## config.mk

```make
export PLATFORM = sky130hd
export DESIGN_NAME = voxel_point_accumulator
export DESIGN_NICKNAME = d
export VERILOG_FILES = /design/src/rtl/voxel_point_accumulator.sv
export SDC_FILE = /design/constraint.sdc
export NUM_CORES = 1
export LEC_CHECK = 0
export ABC_AREA = 1
export BUFFER_PORTS_ARGS = -buffer_cell sky130_fd_sc_hd__buf_2
export CAP_MARGIN = 20
export CORE_MARGIN = 8
export CORE_UTILIZATION = 25
export DETAILED_ROUTE_END_ITERATION = 8
export PLACE_DENSITY = 0.56
export SYNTH_ARGS = -nofsm -noshare
export SYNTH_HDL_FRONTEND = slang
export SYNTH_SLANG_ARGS = --single-unit
```

## constraint.sdc

```tcl
create_clock -name clk -period 1.9 [get_ports clk]
set_input_delay 0.19 -clock clk [delete_from_list [all_inputs] [get_ports clk]]
set_output_delay 0.19 -clock clk [all_outputs]
set_load 0.03 [all_outputs]
```

## src/rtl/voxel_point_accumulator.sv

```systemverilog
// rtl/voxel_point_accumulator.sv - LiDAR point to voxel read-modify-write accumulator; stats under VOXEL_ACC_STATS_EN
module voxel_point_accumulator #(
   parameter int VOXEL_SHIFT = 6,
   parameter int MISS_LAT    = 2
) (
   input  logic        clk,
   input  logic        rst,
   input  logic        pt_valid,
   output logic        pt_ready,
   input  logic [15:0] pt_x,
   input  logic [15:0] pt_y,
   input  logic [15:0] pt_z,
   input  logic [7:0]  pt_intensity,
   output logic [14:0] voxel_addr,
   output logic        read_en,
   output logic        write_en,
   output logic [31:0] voxel_data_in,
   input  logic        cache_hit,
   input  logic [31:0] cache_data,
   output logic        busy
`ifdef VOXEL_ACC_STATS_EN
   ,
   output logic [15:0] drop_cnt,
   output logic [15:0] sat_cnt
`endif
);

   localparam logic [2:0] IDLE      = 3'd0;
   localparam logic [2:0] RD_REQ    = 3'd1;
   localparam logic [2:0] RD_WAIT   = 3'd2;
   localparam logic [2:0] MISS_WAIT = 3'd3;
   localparam logic [2:0] WR        = 3'd4;

   localparam logic [2:0] MISS_LAT_C = 3'(MISS_LAT);

   logic [2:0]  state_q, state_d;
   logic [2:0]  cnt_q, cnt_d;
   logic [7:0]  int_q, int_d;
   logic [14:0] addr_q, addr_d;
   logic [31:0] data_q, data_d;
   logic        read_en_q, read_en_d;
   logic        write_en_q, write_en_d;
   logic        pt_ready_q, pt_ready_d;
   logic        busy_q, busy_d;
`ifdef VOXEL_ACC_STATS_EN
   logic [15:0] drop_q, drop_d;
   logic [15:0] sat_q, sat_d;
`endif

   // Per-axis voxel index in 17-bit signed arithmetic; in range means 0..31
   logic signed [16:0] vx, vy, vz;
   logic               in_range;
   assign vx = ($signed({pt_x[15], pt_x}) >>> VOXEL_SHIFT) + 17'sd16;
   assign vy = ($signed({pt_y[15], pt_y}) >>> VOXEL_SHIFT) + 17'sd16;
   assign vz = ($signed({pt_z[15], pt_z}) >>> VOXEL_SHIFT) + 17'sd16;
   assign in_range = (vx[16:5] == 12'd0) && (vy[16:5] == 12'd0) && (vz[16:5] == 12'd0);

   // Updated voxel word built from the sampled cache word and the latched intensity
   logic [31:0] upd_word;
   logic        old_sat;
   assign old_sat  = (cache_data[31:16] == 16'hFFFF);
   assign upd_word = {old_sat ? 16'hFFFF : cache_data[31:16] + 16'd1,
                      (cache_data[15:8] > int_q) ? cache_data[15:8] : int_q,
                      int_q};

   // Next-state logic for the serialised read-modify-write sequence
   always_comb begin
      state_d    = state_q;
      cnt_d      = cnt_q;
      int_d      = int_q;
      addr_d     = addr_q;
      data_d     = data_q;
      read_en_d  = 1'b0;
      write_en_d = 1'b0;
`ifdef VOXEL_ACC_STATS_EN
      drop_d     = drop_q;
      sat_d      = sat_q;
`endif
      case (state_q)
         IDLE: begin
            if (pt_valid && pt_ready_q) begin
               if (in_range) begin
                  addr_d    = {vz[4:0], vy[4:0], vx[4:0]};
                  int_d     = pt_intensity;
                  read_en_d = 1'b1;
                  state_d   = RD_REQ;
               end else begin
`ifdef VOXEL_ACC_STATS_EN
                  drop_d = drop_q + 16'd1;
`endif
               end
            end
         end
         RD_REQ: state_d = RD_WAIT;
         RD_WAIT: begin
            if (cache_hit) begin
               data_d     = upd_word;
               write_en_d = 1'b1;
               state_d    = WR;
`ifdef VOXEL_ACC_STATS_EN
               if (old_sat) sat_d = sat_q + 16'd1;
`endif
            end else begin
               cnt_d   = MISS_LAT_C;
               state_d = MISS_WAIT;
            end
         end
         MISS_WAIT: begin
            cnt_d = cnt_q - 3'd1;
            if (cnt_q == 3'd1) begin
               data_d     = upd_word;
               write_en_d = 1'b1;
               state_d    = WR;
`ifdef VOXEL_ACC_STATS_EN
               if (old_sat) sat_d = sat_q + 16'd1;
`endif
            end
         end
         WR:      state_d = IDLE;
         default: state_d = IDLE;
      endcase
      pt_ready_d = (state_d == IDLE);
      busy_d     = (state_d != IDLE);
   end

   // State and registered outputs; reset aborts any pending write
   always_ff @(posedge clk) begin
      if (rst) begin
         state_q    <= IDLE;
         cnt_q      <= 3'd0;
         int_q      <= 8'd0;
         addr_q     <= 15'd0;
         data_q     <= 32'd0;
         read_en_q  <= 1'b0;
         write_en_q <= 1'b0;
         pt_ready_q <= 1'b0;
         busy_q     <= 1'b0;
`ifdef VOXEL_ACC_STATS_EN
         drop_q     <= 16'd0;
         sat_q      <= 16'd0;
`endif
      end else begin
         state_q    <= state_d;
         cnt_q      <= cnt_d;
         int_q      <= int_d;
         addr_q     <= addr_d;
         data_q     <= data_d;
         read_en_q  <= read_en_d;
         write_en_q <= write_en_d;
         pt_ready_q <= pt_ready_d;
         busy_q     <= busy_d;
`ifdef VOXEL_ACC_STATS_EN
         drop_q     <= drop_d;
         sat_q      <= sat_d;
`endif
      end
   end

   assign pt_ready      = pt_ready_q;
   assign voxel_addr    = addr_q;
   assign read_en       = read_en_q;
   assign write_en      = write_en_q;
   assign voxel_data_in = data_q;
   assign busy          = busy_q;
`ifdef VOXEL_ACC_STATS_EN
   assign drop_cnt      = drop_q;
   assign sat_cnt       = sat_q;
`endif

endmodule
```

# --- Word level (Yosys, flattened, before mapping) ---
# Cells that the tools add are included.
classes:
  n_addsub: 5
  magnitude_cmp: 1
  n_eq_ne: 8
  n_mux: 16
  bitwise: 2
  reduce_logical: 14
op_table:
  columns: ["op", "count"]
  rows:
  - ["32-bit 2-to-1 mux", 2]
  - ["32-bit one-hot mux with 2 select lines", 1]
  - ["12-bit logical NOT", 3]
  - ["10-bit by 6-bit adder with 11-bit output (second input constant)", 3]
  - ["16-bit by 1-bit adder with 16-bit output (second input constant)", 1]
  - ["16-bit equality test (second input constant)", 1]
  - ["16-bit 2-to-1 mux", 1]
  - ["3-bit 2-to-1 mux", 5]
  - ["3-bit one-hot mux with 4 select lines", 1]
  - ["8-bit greater-than comparator", 1]
  - ["8-bit 2-to-1 mux", 1]
  - ["3-bit by 1-bit equality test with 1-bit output (second input constant)", 2]
  - ["3-bit by 2-bit equality test with 1-bit output (second input constant)", 2]
  - ["3-bit logical NOT", 2]
  - ["2-bit != test (second input constant)", 3]
  - ["3-bit one-hot mux with 2 select lines", 1]
  - ["3-bit AND reduction", 2]
  - ["1-bit logical AND", 3]
  - ["1-bit 2-to-1 mux", 3]
  - ["3-bit nonzero test", 1]
  - ["3-bit OR reduction", 1]
  - ["3-bit by 1-bit subtractor with 3-bit output (second input constant)", 1]
  - ["1-bit inverter", 2]
  - ["1-bit one-hot mux with 2 select lines", 1]
  - ["2 further kinds", 2]
totals:
  reg_bits: 65
  in_bits: 92
  out_inout_bits: 51
  elab_cells: 55

# --- Logic depth before layout (Yosys ltp) ---
logic_depth:
  depth_word: 8
  mapped_depth: 12
  ltp_nobuf: 12

# --- Worst setup path after synthesis ---
# Ideal clock, no wire load.
synth_timing:
  kind: "register -> register"
  from: "register int_q[7]"
  to: "register data_q[15] (netlist: voxel_data_in[15])"
  setup_ns: 0.114
  t_arrival_ns: 1.484
  t_required_ns: 1.786
  setup_slack_ns: 0.302
  path_stages_with_launch: 10
  n_path_buf: 0
  synth_period_minus_slack_ns: 1.598
  cell_sequence: "dfxtp_1 -> inv_1 -> ha_1 -> nand2_1 -> nor2_1 -> nand4_1 -> nand2_1 -> nand2_1 -> nand3_1 -> nand2_1"
synth_between:
  elab_chain_len: 4
  word_cells_on_any_way: 5
  cone_classes: "order compare: 1; mux: 4"
synth_lines:
  columns: ["element", "line", "text"]
  rows:
  - ["start: declaration", "38", "logic [7:0] int_q, int_d;"]
  - ["start signal: assignment", "145", "int_q <= int_d;"]
  - ["8-bit greater-than comparator", "63", "(cache_data[15:8] > int_q) ? cache_data[15:8] : int_q,"]
  - ["8-bit 2-to-1 mux *", "63", null]
  - ["32-bit 2-to-1 mux, on equally long branches", "110, 96", null]
  - ["32-bit one-hot mux with 2 select lines *", "79", "case (state_q)"]
  - ["end signal: assignment", "147", "data_q <= data_d;"]
  - ["end: declaration", "40", "logic [31:0] data_q, data_d;"]
# Mark *: on every way between the ends. The rest lies on a longest branch, timed or not. The select of a mux whose other input is x is not followed.
# A chain may end at the register's enable or synchronous reset.

# --- Worst setup path after layout ---
layout_timing:
  from: "register int_q[7]"
  to: "register data_q[8] (netlist: voxel_data_in[8])"
layout_between:
  elab_chain_len: 4
  word_cells_on_any_way: 5
  cone_classes: "order compare: 1; mux: 4"
layout_lines:
  columns: ["element", "line"]
  rows:
  - ["8-bit greater-than comparator *", "63"]
  - ["8-bit 2-to-1 mux *", "63"]
  - ["32-bit 2-to-1 mux, on equally long branches", "110, 96"]
  - ["32-bit one-hot mux with 2 select lines *", "79"]
# Marked as above.

==> flow_metrics.py <==
metrics = {
    "route": {
        "viasPerCell": 4.30,
        "first_iter_violations": 125,
        "wirelength_mm": 9.95,
        "antenna_left": 0,
        "avgRoutedWirePerCell_um": 12.6,
        "via_count": 3395,
        "post-route-drc-count": 0,
        "firstDrtPassIters": 4,
    },
    "floorplanning": {
        "start_util_pct": 25.2,
        "die_area_mm2": 0.0178,
        "die_y_um": 133,
        "boundaryPins": 143,
        "dieWidth_um": 133,
        "core.rowCount": 43,
        "core_area_mm2": 0.0137,
    },
    "sta": {
        "rsz0062_at_grt": "false",
        "max-slew-margin-rel_pct": 52.5,
        "finalSetupTns_ps": 0,
        "max_freq_ghz": 0.605,
        "tightest_slew_ps": 711,
        "finalMaxSlewViolations": 0,
        "min_period_ps": 1650,
        "hold_viol_final": 0,
        "setup_viol": 0,
        "fin_crit_sh_pct": 87.0,
        "skew_ps": 4.72,
    },
    "finish": {
        "multiInputGateArea_mm2": 0.00185,
        "nets": 710,
        "fill_cells": 1535,
        "area_delta_synth_final_pct": 31.3,
        "antennaDiodeCount": 0,
        "finish.utilization_pct": 33.1,
        "regArea_mm2": 0.00130,
        "layout-drive-gt1-share_pct": 26.1,
    },
    "clock_tree": {
        "hold_buffers": 0,
        "cts_buffer_depth": 2,
        "cts_tree": "done",
        "numCtsBuffers": 9,
        "clk_latency_ps": 330,
        "ctsResizeCount": 0,
        "postCtsSetupBuffers": 0,
        "cts.root.buffer_cell": "clkbuf_16",
        "cts.clk_slew.worst_paths_ps": 50,
        "h-tree-depth": 3,
        "cts_sinks": 65,
    },
    "global_routing": {
        "grt_max_degree": 39,
        "antenna_found_initial": 1,
        "track_usage_pct": 11.3,
        "grt_pass1_vias": 3285,
        "grt_pass1_wl_mm": 16.3,
        "overflow": 0,
    },
    "yosys": {
        "synthTopCellsByCount": "118 x nand2_1, 65 x dfxtp_1, 61 x nor2_1",
        "postSynth.asyncResetShare_pct": 0,
        "avgSynthCellArea_um2": 7.11,
        "yosys-top-cells-area": "dfxtp_1 38%, nand2_1 13%, nor2_1 6.6%, a21oi_1 5.4%, ha_1 5.1%",
        "synth-edff-count": 0,
        "synth.most_common_cell": "nand2_1",
        "syn_area_mm2": 0.00344,
        "synth_simple_gate_area_share_pct": 32.8,
        "postSynthCellCount": 484,
        "ys_seq_area_share_pct": 37.8,
        "synthesis.nets": 590,
        "ys.flop_type": "dfxtp_1",
        "synth_compound_area_share_pct": 13.1,
        "synth_top_cell_by_area": "dfxtp_1",
        "synth.distinct_cells": 32,
        "yosys.area_share.adder_pct": 5.09,
        "synth_xor_area_share_pct": 2.54,
        "yosys_register_bits": 65,
        "synth_mux_area_share_pct": 0,
        "synth_top_cell_area_share_pct": 37.8,
        "synth_top_family_by_area": "simple AND/OR/NAND/NOR gates",
        "synth_warnings": 0,
    },
    "worst_setup_path": {
        "reg2reg_slack_ps": 250,
        "worstPathMaxFanout": 8,
        "start_kind": "flip-flop",
        "reg2reg_depth": 9,
        "worstReg2RegEnd": "voxel_data_in[8]",
        "timing_worst_setup_path_type": "reg2reg",
        "crit_path_end_kind": "flip-flop",
        "cp.required_ps": 2120,
        "critPathArrivalTime_ps": 1870,
        "reg2reg_from": "int_q[7]",
    },
    "placement": {
        "dpl.hpwl_mm": 7.74,
        "numPortBuffers": 116,
        "place_congestion": 0.840,
    },
    "worst_hold_path": {
        "hold_start": "cache_data[16]",
        "hp-class": "in2reg",
        "holdPathEnd": "voxel_data_in[16]",
        "holdPathStages": 2,
    },
    "pwr": {
        "p_leak_nw": 2.20,
        "pwr-share-comb_pct": 8.7,
        "p_int_mw": 2.53,
        "p_clk_share_pct": 49.9,
        "seqPwrFrac_pct": 41.4,
        "switching_share_pct": 23.3,
        "vdd_drop_max_v": 0.000307,
        "cellPowerDensity_mw_per_mm2": 729,
        "netSwitchingPower_mw": 0.767,
    },
    "run_status": {
        "status": "finished clean",
    },
    "run": {
        "maxCapViolations": 0,
    },
}
[worst max-delay path by stage]
stage / startpoint / to / slack (ps) / cells after the start
after CTS: int_q[7] / voxel_data_in[10] / 230 / 9
after global routing: cnt_q[1] / voxel_data_in[4] / 3 / 7
final: int_q[7] / voxel_data_in[8] / 250 / 9
after global placement: cnt_q[1] / voxel_data_in[4] / 160 / 7
after floorplan: int_q[7] / voxel_data_in[15] / 300 / 9
after detailed placement: pt_y[10] / int_q[7] / 190 / 11
[flip-flops by register name, indices dropped and copies added (netlist names)]
name	cells
voxel_data_in	32
write_en	1
state_q	3
int_q	8
read_en	1
cnt_q	3
voxel_addr	15
pt_ready	1
busy	1
[per-layer routing]
layer | up-vias | GRT usage (%) | part of all wire (%)
li1 | 1815 | - | -
met5 | - | 0 | 0.11
met2 | 83 | 17.3 | 43
met4 | 2 | 3.18 | 1.1
met1 | 1482 | 14.4 | 48
met3 | 13 | 4.48 | 7.4
[through the flow]
step	instance area [um2]	std cells	setup WS (ps)	hold WS [ps]	power [mW]
CTS	4520	789	229	62.4	3.36
floorplan	3440	484	302	259	1.55
finish	4520	789	248	79.4	3.30
global placement	4230	773	160	414	1.69
detailed placement	4230	773	185	410	1.68
global route	4520	789	3.32	70.4	3.45
[layout make-up]
| type | count | share of cell area [%] |
|---|---|---|
| Tap cell | 180 | 4.98 |
| Clock buffer | 10 | 5.28 |
| Multi-Input combinational cell | 355 | 40.8 |
| Inverter | 48 | 3.98 |
| Sequential cell | 65 | 28.8 |
| Timing Repair Buffer | 125 | 14.9 |
| Clock inverter | 6 | 1.27 |
[worst max-delay path: stages, from the launching register on]
cell and delay, ps:
dfxtp_1 340, inv_1 70, ha_1 290, nand2_1 70
nor2_1 150, nand4_1 120, nand2_1 260, nand2_1 90
nand3_1 90, nand2_1 60
[power groups by stage]
stage,sequential (mW),combinational [mW],clock (mW)
after detailed placement,1.40,0.288,0
after global placement,1.40,0.291,0
after global routing,1.37,0.327,1.76
final,1.37,0.287,1.65
after CTS,1.37,0.290,1.70
after floorplan,1.40,0.155,0
[cell usage in the layout (no fill, tap or decap), drive strengths merged]
cell      synthesis  routed
nor2             65      65
ha               14      14
inv              46      46
clkbuf            4      10
nand2           122     122
o211ai            4       4
nand4             5       5
bufinv            0       1
a21oi            37      37
nor3b             1       1
nor3              2       2
xnor2             6       6
clkinv            2       6
dfxtp            65      65
clkinvlp          0       1
o21ai            31      31
buf              12     125
nand3b           22      22
nand3            33      33
o21bai            6       6
a31oi             2       2
xor2              4       4
o21a              1       1
[logic make-up (layout without fill, tap and decap cells)]
| logic type | count (synthesis) | in the layout |
|---|---|---|
| XOR/XNOR | 10 | 10 |
| AND/OR/NAND/NOR | 250 | 250 |
| flip-flops | 65 | 65 |
| buffers and inverters | 64 | 189 |
| adder cells (fa/ha/maj) | 14 | 14 |
| AO/OA/AOI/OAI | 81 | 81 |
(Power assumes the default switching activity.)
